<file path="src/rtl/imem_boot_loader.sv">
// imem_boot_loader: receives a byte-serial boot image (count, little-endian
// payload words, XOR checksum), writes each word into instruction memory and
// releases the processor from reset once the checksum matches.
module imem_boot_loader #(
    parameter int unsigned BUS_WIDTH   = 32,
    parameter int unsigned DEPTH_WORDS = 256
) (
    input  logic                 clk,
    input  logic                 rst,
    input  logic [7:0]           rx_data,
    input  logic                 rx_valid,
    output logic                 rx_ready,
    output logic                 i_mem_wr_en,
    output logic [BUS_WIDTH-1:0] i_mem_wr_addr,
    output logic [BUS_WIDTH-1:0] i_mem_wr_data,
    output logic                 cpu_rst_n,
    output logic                 load_done,
    output logic                 load_err,
    output logic [15:0]          words_loaded
);

    typedef enum logic [2:0] {
        S_CNT_LO,
        S_CNT_HI,
        S_DATA,
        S_CSUM,
        S_RUN,
        S_ERROR
    } state_t;

    state_t               state, state_n;

    logic [15:0]          count_q, count_n;
    logic [7:0]           csum_q, csum_n;
    logic [1:0]           byte_idx_q, byte_idx_n;
    logic [15:0]          word_idx_q, word_idx_n;
    logic [23:0]          lanes_q, lanes_n;
    logic                 wr_en_q, wr_en_n;
    logic [BUS_WIDTH-1:0] wr_addr_q, wr_addr_n;
    logic [BUS_WIDTH-1:0] wr_data_q, wr_data_n;
    logic [15:0]          wl_q, wl_n;
    logic                 done_q, err_q;
    logic                 accept;
    logic [15:0]          n_full;

    // Ready is a pure decode of the current state.
    always_comb begin
        rx_ready = (state == S_CNT_LO) || (state == S_CNT_HI) ||
                   (state == S_DATA)   || (state == S_CSUM);
    end

    assign accept        = rx_valid && rx_ready;
    assign n_full        = {rx_data, count_q[7:0]};

    assign i_mem_wr_en   = wr_en_q;
    assign i_mem_wr_addr = wr_addr_q;
    assign i_mem_wr_data = wr_data_q;
    assign words_loaded  = wl_q;
    assign load_done     = done_q;
    assign load_err      = err_q;
    assign cpu_rst_n     = done_q;

    // State register; reset wins over any transition.
    always_ff @(posedge clk) begin
        if (rst) begin
            state <= S_CNT_LO;
        end else begin
            state <= state_n;
        end
    end

    // Next-state and datapath next values for every accepted byte.
    always_comb begin
        state_n    = state;
        count_n    = count_q;
        csum_n     = csum_q;
        byte_idx_n = byte_idx_q;
        word_idx_n = word_idx_q;
        lanes_n    = lanes_q;
        wr_en_n    = 1'b0;
        wr_addr_n  = wr_addr_q;
        wr_data_n  = wr_data_q;
        wl_n       = wl_q;

        case (state)
            S_CNT_LO: begin
                if (accept) begin
                    count_n[7:0] = rx_data;
                    state_n      = S_CNT_HI;
                end
            end

            S_CNT_HI: begin
                if (accept) begin
                    count_n = n_full;
                    if ((n_full == '0) || (32'(n_full) > DEPTH_WORDS)) begin
                        state_n = S_ERROR;
                    end else begin
                        state_n = S_DATA;
                    end
                end
            end

            S_DATA: begin
                if (accept) begin
                    csum_n     = csum_q ^ rx_data;
                    byte_idx_n = byte_idx_q + 2'd1;
                    case (byte_idx_q)
                        2'd0: lanes_n[7:0]   = rx_data;
                        2'd1: lanes_n[15:8]  = rx_data;
                        2'd2: lanes_n[23:16] = rx_data;
                        default: begin
                            // Fourth byte completes the word; lane 3 goes
                            // straight into the write data register.
                            wr_en_n    = 1'b1;
                            wr_addr_n  = BUS_WIDTH'({word_idx_q, 2'b00});
                            wr_data_n  = BUS_WIDTH'({rx_data, lanes_q});
                            word_idx_n = word_idx_q + 16'd1;
                            if (wl_q < count_q) begin
                                wl_n = wl_q + 16'd1;
                            end
                            if (word_idx_q == (count_q - 16'd1)) begin
                                state_n = S_CSUM;
                            end
                        end
                    endcase
                end
            end

            S_CSUM: begin
                if (accept) begin
                    if (rx_data == csum_q) begin
                        state_n = S_RUN;
                    end else begin
                        state_n = S_ERROR;
                    end
                end
            end

            default: begin
            end
        endcase
    end

    // Datapath and status registers; a reset in the same cycle as a
    // completed word suppresses the write.
    always_ff @(posedge clk) begin
        if (rst) begin
            count_q    <= '0;
            csum_q     <= '0;
            byte_idx_q <= '0;
            word_idx_q <= '0;
            lanes_q    <= '0;
            wr_en_q    <= 1'b0;
            wr_addr_q  <= '0;
            wr_data_q  <= '0;
            wl_q       <= '0;
            done_q     <= 1'b0;
            err_q      <= 1'b0;
        end else begin
            count_q    <= count_n;
            csum_q     <= csum_n;
            byte_idx_q <= byte_idx_n;
            word_idx_q <= word_idx_n;
            lanes_q    <= lanes_n;
            wr_en_q    <= wr_en_n;
            wr_addr_q  <= wr_addr_n;
            wr_data_q  <= wr_data_n;
            wl_q       <= wl_n;
            done_q     <= (state_n == S_RUN);
            err_q      <= (state_n == S_ERROR);
        end
    end

endmodule

</file>
<file path="config.mk">
export PLATFORM = sky130hd
export DESIGN_NAME = imem_boot_loader
export DESIGN_NICKNAME = d
export VERILOG_FILES = /design/src/rtl/imem_boot_loader.sv
export SDC_FILE = /design/constraint.sdc
export NUM_CORES = 1
export LEC_CHECK = 0
export CAP_MARGIN = 40
export CORE_MARGIN = 1
export CORE_UTILIZATION = 58
export DETAILED_ROUTE_END_ITERATION = 8
export PLACE_DENSITY = 0.94
export SETUP_SLACK_MARGIN = 0.4
export SYNTH_ARGS = -nofsm -noshare
export SYNTH_HDL_FRONTEND = slang
export SYNTH_SLANG_ARGS = --single-unit
</file>
<file path="constraint.sdc">
create_clock -name clk -period 6.1 [get_ports clk]
set_input_delay 0.915 -clock clk [delete_from_list [all_inputs] [get_ports clk]]
set_output_delay 0.915 -clock clk [all_outputs]
set_load 0.05 [all_outputs]
</file>
# Yosys cells after proc, flatten, opt, wreduce, memory -nomap -nowiden

Index checks and enable logic that the tools add are counted.
Widths: inputs -> output; s select.

Magnitude comparators: 2
Mux-type cells: 12
Bitwise gates (word level): 5
Reductions and logical operators: 18
Equality and inequality tests: 9
$add $sub $neg: 4

Operators with widths:

| kind                  | count |
|---|---|
| $add 16x1->16 const B | 2 |
| $mux 3                | 7 |
| $eq 16x16->1          | 1 |
| $gt 16x9->1 const B   | 1 |
| $logic_not 16->1      | 1 |
| $lt 16x16->1          | 1 |
| $pmux 8 s2            | 1 |
| $sub 16x1->16 const B | 1 |
| $reduce_and 3->1      | 5 |
| $pmux 3 s4            | 1 |
| $eq 8x8->1            | 1 |
| $mux 8                | 1 |
| $xor 8x8->8           | 1 |
| $eq 3x2->1 const B    | 2 |
| $eq 3x3->1 const B    | 2 |
| $reduce_or 3->1       | 2 |
| $logic_or 1x1->1      | 4 |
| $not 1->1             | 4 |
| $reduce_and 2->1      | 2 |
| $reduce_and 4->1      | 1 |
| $eq 3x1->1 const B    | 1 |
| $logic_not 3->1       | 1 |
| $add 2x1->2 const B   | 1 |
| $eq 2x1->1 const B    | 1 |
| 4 further kinds       | 5 |

Input port bits: 11
Logic and storage cells: 65
Register bits: 136
Output and inout bits: 85

# Depth between registers and ports, before layout

Depth after elaboration: 8
Depth in mapped cells: 12

# Worst setup path before layout

Ideal clock, no wire load.

Kind: flip-flop to flip-flop
From: register wl_q[13], in the netlist words_loaded[13]
To: register wl_q[10], in the netlist words_loaded[10]
Arrival time: 2.548 ns
Path slack: 3.482 ns
Cell stages (with the launch flop): 8
Setup time: 0.070 ns
Data required time: 6.030 ns
Clock period less this slack: 2.618 ns
Path through: dfxtp_1 ha_1 a21o_1 a21o_1 a211o_1 nor4_2 or4b_1 a21oi_1

Word-level cells in the longest chain between the ends: 2

Ends and longest elaborated chain:

| item                       | line | RTL |
|---|---|---|
| start, declared            | 41   | `logic [15:0] wl_q, wl_n;` |
| start signal, assigned     | 169  | `wl_q <= wl_n;` |
| $lt 16x16->1               | 119  | `if (wl_q < count_q) begin` |
| $reduce_and 4->1 (no line) | n/a  |  |

No other way between the ends.
A chain may end at the register's enable or synchronous reset.

# Worst setup path after layout

From: input port rx_valid
To: register word_idx_q[15]

Word-level cells in the longest chain between the ends: 2

Ends and longest elaborated chain:

| item                       | line | RTL |
|---|---|---|
| start, declared            | 11   | `input logic rx_valid,` |
| $logic_and 1x1->1          | 52   | `assign accept = rx_valid && rx_ready;` |
| $reduce_and 3->1 (no line) | n/a  |  |
| end signal, assigned       | 164  | `word_idx_q <= word_idx_n;` |
| end, declared              | 36   | `logic [15:0] word_idx_q, word_idx_n;` |

No other way between the ends.

==> metrics.txt <==
status completed; crit start category input port; Pre-antenna DRT Iters 7; HP Class flop to flop; sw frac 26.3%; Starting Density 60.7%; Yosys warning total 0; DIE WIDTH 107 microns; Via-to-Cell Ratio 5.99; Worst setup EP type flop; Final Slew Violations 0; slowest stage cell, crit path clkdlybuf4s50_1; PwrDens 281 mW/mm^2; worst clock skew 0.0110 ns; synth top area cells dfxtp_1, nand2_1, a21oi_1; Psw 0.569 mW; # IOs 96; grt total ovfl 0; post-route minimum period 3.37 ns; placed instance area 0.00708 sq mm; crit-path max FO 55; number of flops mapped to enable cells by yosys 0; maximum vdd drop 0.000242 V; syn avg cell area 7.78 sq um; post-CTS resize count 0; fmax 297 MHz; Filler cells 719; Synth top area share 42.9%; top_reg_cell synth dfxtp_1; Worst slew margin 35.6%; via count 6050; leak pwr 2.72 nW; Clock H-tree levels 4; vias in the first global route 5833; first-pass GRT wire length 27500 microns; clock share of power 49.8%; period utilization 55.2%; crit path cell chain clkdlybuf4s50_1, and4bb_2, and2_2, buf_4, nand2_1, nor2_2, nand3_1, or3_1, a21oi_1; core area 0.0105 sq mm; Final Hold Vio Count 0; Num Clock Sinks 136; measured slew at the worst slew-check pin 0.959 ns; root buffer cell clkbuf_8; CTS buffer count 17; Setup CP Type input port to flop; Port Buf Inserts 79; Total GRT Usage 30.3%; CTS Hold Bufs 0; asr flop ratio synth 0%; largest net degree at the start of global routing 60; GP Congestion 0.939; Final setup viols 0; DP HPWL 10200 microns; post-route setup TNS 0 ns; register share of total power 42.1%; Synth Instances 816; Worst-path clk slew 0.07 ns; Remaining DRCs 0; Storage cell area 0.00272 sq mm; multi-input logic area 0.00326 sq mm; routed length per instance 16.3 microns; CP max stage delay 0.53 ns; initial DRC count 607; WL final 16400 microns; # rows 37; Cell Area, Synth 0.00635 sq mm; Critical Path RT 6.56 ns; Seq cells post-synth 136; Max-Cap Viols 0; leading area contributor after synthesis dfxtp_1; Die ar. 0.0114 sq mm; area grow syn2layout 21.2%; initial antenna violation count 0; ANT nets after route 0; count of different cell masters after synthesis 53; RSZ-0062 raised after global routing false; CTS tree done; Die Span Y 107 microns; sequential share of the synthesized area 42.9%; worst-skew pair later-pin latency 0.53 ns; share of cells above drive strength 1 5.49%; CTS Buffer Depth 2; Nets 894; part of the power in combinational logic 8.1%; Int Pwr 1.59 mW; ANT cells 0; Final Cell Area 0.00770 sq mm; CP Data Arrival Time 3.83 ns; Post-CTS Setup Bufs 0
==> critical path, delay by kind of cell <==
family                 cells  cell delay, ns
AOI/OAI and AO/OA          1            0.14
buffers and inverters      2            0.98
and+or+nand+nor            6            1.75
==> routing by layer <==
metal,vias to the layer above,GRT usage [%],routed length [microns]
met4,0,15.5,627
li1,2808,-,-
met1,2806,36.5,6470
met2,353,49.5,7990
met3,83,8.02,1360
met5,-,0,0
==> cell families (layout without fill, tap and decap cells) <==
kind of cell             after synthesis  count (layout)  share of synthesized area, %
AND/OR/NAND/NOR                      349             349                          24.7
AO/OA/AOI/OAI                        158             158                          13.8
flip-flops                           136             136                          42.9
buffers and inverters                 96             139                          6.74
XOR/XNOR                              52              52                          7.17
adder cells (fa/ha/maj)               23              23                          4.49
other                                  1              16                        0.0591
multiplexers                           1               1                         0.177
==> area by class of cell <==
type	instances	share of cell area, %
clock inverters	15	2.65
multi-input cells	599	42.3
repair buffers	85	11.0
well taps	136	2.21
clock buffers	17	5.38
inverters	22	1.07
flip-flops and latches	136	35.4
==> final timing paths <==
check,from,to,slack (ns),cells past startpoint
worst max register to register,count_q[9],words_loaded[15],3.03,9
worst max-delay path,rx_valid,word_idx_q[15],2.73,9
worst min register to register,lanes_q[4],i_mem_wr_data[4],0.45,2
worst min-delay path,lanes_q[4],i_mem_wr_data[4],0.45,2
==> layout by cell type, fill, tap and decap left out, drive strengths merged, types with 17 or more instances in the layout <==
master	n
clkbuf	17
dfxtp	136
ha	22
inv	31
nand2	186
xnor2	18
clkdlybuf4s50	78
xor2	34
nor2	47
nand3	47
a21oi	114
==> sequential cells by signal (all words and copies together), names as in the netlist <==
name and count:
count_q 16, words_loaded 16, i_mem_wr_en 1, word_idx_q 16, byte_idx_q 2, i_mem_wr_addr 16
load_err 1, lanes_q 24, state 3, i_mem_wr_data 32, csum_q 8, cpu_rst_n 1
==> cell usage after synthesis (all sizes together) (10+ instances only) <==
cell type,count
nand2,186
dfxtp,136
a21oi,114
clkbuf,48
nand3,47
nor2,47
xor2,34
buf,26
ha,22
inv,22
xnor2,18
o21ai,14
and3,10
nor4,10
==> power groups by stage <==
stage               Clock, mW  Sequential [mW]  Combinational [mW]
finish                   1.08            0.910               0.175
detailed placement          0            0.929               0.167
global route             1.13            0.911               0.188
CTS                      1.08            0.910               0.170
global placement            0            0.929               0.160
floorplan                   0            0.924               0.142
==> metrics by stage <==
step | hold WS, ns | cells | setup slack, ns | total power, mW | util, %
after floorplan | 0.432 | 831 | 3.48 | 1.07 | -
after global placement | 0.442 | 977 | 2.39 | 1.09 | 67.5
after detailed placement | 0.444 | 978 | 2.33 | 1.10 | 67.7
after CTS | 0.453 | 1010 | 2.78 | 2.16 | 73.6
after global routing | 0.469 | 1010 | 2.57 | 2.23 | 73.6
final | 0.451 | 1010 | 2.73 | 2.16 | 73.6
Note: power is estimated with default switching activity, not from simulation.
==> RTL edit 1: new RTL, same settings <==
The output `load_err` loses its register stage (`err_q` becomes a continuous assignment).
--- a/src/rtl/imem_boot_loader.sv
+++ b/src/rtl/imem_boot_loader.sv
@@ -158,3 +158,2 @@
             done_q     <= 1'b0;
-            err_q      <= 1'b0;
         end else begin
@@ -170,3 +169,2 @@
             done_q     <= (state_n == S_RUN);
-            err_q      <= (state_n == S_ERROR);
         end
@@ -174,2 +172,4 @@
 
+    assign err_q = (state_n == S_ERROR);
+
 endmodule
Function: changed (a bounded check fails within 4 cycles, from zero or initial values and one cycle with rst high).
==> RTL edit 1 against the unedited design <==
  * Non-clock buffer count decreased by 1
  * Synthesized area increased by 1.9%
  * Routed wire length decreased by 3.3%
  * Fmax decreased by 28%
  * Worst setup slack got worse by 1300 ps
  * Total power decreased by 1.5%
  * Sequential cell count decreased by 1
  * Final area increased by 0.96%
  * Global-route usage decreased by 1.9 points
==> RTL edit 1: results <==
{
  "dp_slack_ps": 1658,
  "gp_congestion": 0.8908,
  "reg2regPathDepth": 6,
  "hp-start": "i_mem_wr_addr[11]",
  "synth.avg_cell_area_um2": 7.842,
  "synth_fa_ha_area_share_pct": 4.254,
  "outcome": "completed",
  "clkbuf_count": 22,
  "first_iter_violations": 552,
  "hold_ws_ps": 453.7,
  "vdd.ir_drop.worst_v": 0.0003449,
  "max_stage_delay_ps": 820,
  "ys_types": 52,
  "buffer_area_share_pct": 10.89,
  "post_dp_cell_area_um2": 7163,
  "register_area_um2": 2703,
  "largest_register_ffs": 32,
  "dp_hpwl_um": 10270,
  "fin_skew_ps": 5.656,
  "synthMuxAreaShare_pct": 2.089,
  "multi_input_area_share_pct": 43.25,
  "synth_compound_area_share_pct": 11.89,
  "ys_seq_area_share_pct": 41.77,
  "fin_ws_ps": 1445,
  "p_sw_w": 0.0005252,
  "grt_first_pass_wirelength_um": 25610,
  "synthXorXnorAreaFrac_pct": 6.633,
  "fillers": 778,
  "synth_area_leaders": "dfxtp_1, nand2_1, a21oi_1",
  "drive_above_1_share_pct": 6.629,
  "track_usage_pct": 28.33,
  "crit_start": "count_q[0]",
  "wl_per_cell_um": 15.67,
  "regToRegSetupSlack_ps": 2760,
  "pwr-share-clk_pct": 49.4,
  "area.growth.synth_to_final_pct": 20.09,
  "routed_wirelength_um": 15910,
  "crit_end": "load_err",
  "flops_and_latches": 135,
  "netlist_area_um2": 6470,
  "worst_slew_pin_slew_ps": 887.2,
  "nNonClkBuffers": 84,
  "grt_max_degree": 56,
  "inv_count": 21,
  "netlist_top_cells_count": "nand2_1, dfxtp_1, a21oi_1",
  "nMultiInputCombCells": 603,
  "via_count": 5873,
  "dp.cells": 983,
  "cp_max_fo": 9,
  "first_pass_iters": 6,
  "worstReg2RegStart": "state[0]",
  "whs_endpoint": "i_mem_wr_addr[11]",
  "clk_share_pct": 7.810,
  "grt_pass1_vias": 5433,
  "cts_buffer_depth": 2
}
-- RTL edit 1: changes by cell type after synthesis, sizes merged, moves of 5 or more --
cell	unedited run	this run
nand4	9	14
a21oi	114	105
xor2	34	28
nor3	9	20
nor2b	4	13
nand3	47	37
clkbuf	48	56
and2	1	6
mux2	1	12
-- RTL edit 1: per-layer routing --
metal / global-route usage [%] / part of all wire (%) / vias up
met5: 0 / 0 / -
met4: 13.89 / 3.1 / 0
met3: 9.080 / 7.9 / 64
met2: 45.70 / 48 / 294
met1: 33.91 / 41 / 2713
li1: - / - / 2802
-- RTL edit 1: worst max-delay path: cells and delay by family (launching register included) --
| kind | cells | cell delay [ps] |
|---|---|---|
| flops | 1 | 400 |
| mux | 1 | 320 |
| simple gates | 4 | 1110 |
| fa+ha+maj | 1 | 350 |
| compound gates | 1 | 110 |
| buf+inv | 2 | 910 |
==> RTL edit 2: new RTL, same settings <==
Without the edit above. The parameter `BUS_WIDTH` goes from 32 to 64.
--- a/src/rtl/imem_boot_loader.sv
+++ b/src/rtl/imem_boot_loader.sv
@@ -4,3 +4,3 @@
 module imem_boot_loader #(
-    parameter int unsigned BUS_WIDTH   = 32,
+    parameter int unsigned BUS_WIDTH   = 64,
     parameter int unsigned DEPTH_WORDS = 256
Interface: changed (resized i_mem_wr_addr and i_mem_wr_data); port bits go from 96 to 160. The function was not compared with the original's and may differ.
==> RTL edit 2 against the unedited design <==
  * Critical path depth shrank 2
  * Sequential cell count is the same
  * Via count grew 0.38%
  * Global-route usage shrank 3.3 points
  * Worst setup slack lost 180 ps
  * Total power grew 1.3%
  * Cell count grew 5.2%
  * Synthesized area grew 7.8%
  * Die area grew 7.6%
  * Fmax shrank 5.0%
  * Final area grew 2.5%
  * Routed wire length grew 1.6%
  * Critical path type unchanged
  * Highest routed layer unchanged
==> RTL edit 2: results <==
{
  "crit_end": "word_idx_q[15]",
  "vias_per_cell": 5.713,
  "outcome": "completed",
  "first_iter_violations": 685,
  "wl_per_cell_um": 15.73,
  "critPathArrivalTime_ps": 3890,
  "reg2regPathDepth": 6,
  "largest_register_ffs": 32,
  "grt_max_degree": 80,
  "final_nets": 941,
  "dr_wl_met2_um": 7907,
  "clk_latency_ps": 430,
  "track_usage_pct": 26.93,
  "fillers": 821,
  "wl_met3_um": 1665,
  "synth_top_area_share_pct": 39.79,
  "ys_types": 58,
  "ys_seq_area_share_pct": 39.79,
  "drive_above_1_share_pct": 5.326,
  "grt_pass1_vias": 5615,
  "root_buffer": "clkbuf_16",
  "grt_antenna_before_repair": 0,
  "vdd.ir_drop.worst_v": 0.0001783,
  "grt_first_pass_wirelength_um": 26810,
  "fin_ws_ps": 2554,
  "cts_setup_buffers": 0,
  "worstReg2RegStart": "state[1]",
  "dp_hpwl_um": 10030,
  "synth_area_leaders": "dfxtp_1, nand2_1, buf_4",
  "first_pass_iters": 6,
  "regToRegSetupSlack_ps": 3000,
  "leakage_nw": 2.873,
  "cp_max_fo": 40,
  "gp_congestion": 0.8671,
  "synth_warnings": 0,
  "netlist_top_cells_count": "nand2_1, dfxtp_1, a21oi_1",
  "m1WireLength_um": 6332,
  "fin_skew_ps": 12.85,
  "portBuffers": 79,
  "ys_async_sr_fraction_pct": 0,
  "worst_slew_pin_slew_ps": 1006,
  "hold_path.class": "reg2reg",
  "dp_slack_ps": 2271,
  "ctsResizeCount": 0,
  "clk_pin_slew_ps": 60,
  "htree_levels": 4,
  "antenna_cells": 0
}
## RTL edit 2: layout make-up
class / instances / area share, %
inverters: 23 / 1.094
repair buffers: 82 / 10.27
multi-input cells: 648 / 44.52
flip-flops and latches: 136 / 34.50
clock buffers: 20 / 5.787
well taps: 143 / 2.267
clock inverters: 11 / 1.554
## RTL edit 2: worst min-delay path by stage
stage,endpoint,cells after the start,startpoint
finish,i_mem_wr_data[25],2,i_mem_wr_data[25]
global route,i_mem_wr_data[11],2,i_mem_wr_data[11]
CTS,i_mem_wr_data[25],2,i_mem_wr_data[25]
detailed placement,i_mem_wr_data[15],2,lanes_q[15]
global placement,i_mem_wr_data[25],2,i_mem_wr_data[25]
floorplan,i_mem_wr_data[0],2,lanes_q[0]
## RTL edit 2: per-layer routing
layer  GRT usage, %  up-vias
met3          6.422       96
met5              0        -
met4          16.71        0
li1               -     2813
met2          43.64      387
met1          32.15     2777
## RTL edit 2: kinds of logic after synthesis
kind of cell | after synthesis | synth area share [%]
simple gates | 331 | 22.23
other cells | 1 | 0.05480
flops | 136 | 39.79
buf+inv | 157 | 13.22
compound gates | 161 | 13.71
xor+xnor | 52 | 6.656
fa+ha+maj | 22 | 4.023
mux | 2 | 0.3108
## RTL edit 2: worst max-delay path: stages
cell	delay [ps]
clkdlybuf4s50_1	510
and4bb_2	810
and2_2	490
nand4_2	260
or2_1	370
or3_1	370
a21oi_1	140
## RTL edit 2: stage by stage
| step | instances | cell area, µm² | util (%) | power [W] | hold slack (ps) |
|---|---|---|---|---|---|
| after floorplan | 941 | 7139 | - | 0.001178 | 432.2 |
| after global routing | 1063 | 7891 | 68.82 | 0.002242 | 470.1 |
| after global placement | 1032 | 7312 | 63.76 | 0.001167 | 440.7 |
| after detailed placement | 1032 | 7312 | 63.76 | 0.001170 | 444.8 |
| final | 1063 | 7891 | 68.82 | 0.002191 | 452.6 |
| after CTS | 1063 | 7891 | 68.82 | 0.002178 | 453.8 |
## RTL edit 2: power by group
| part | total [W] | internal (W) | switching, W | leakage [nW] |
|---|---|---|---|---|
| Combinational | 0.000257 | 0.0000519 | 0.000205 | 1.49 |
| Sequential | 0.000910 | 0.000896 | 0.0000136 | 1.10 |
| Clock | 0.00102 | 0.000621 | 0.000403 | 0.286 |
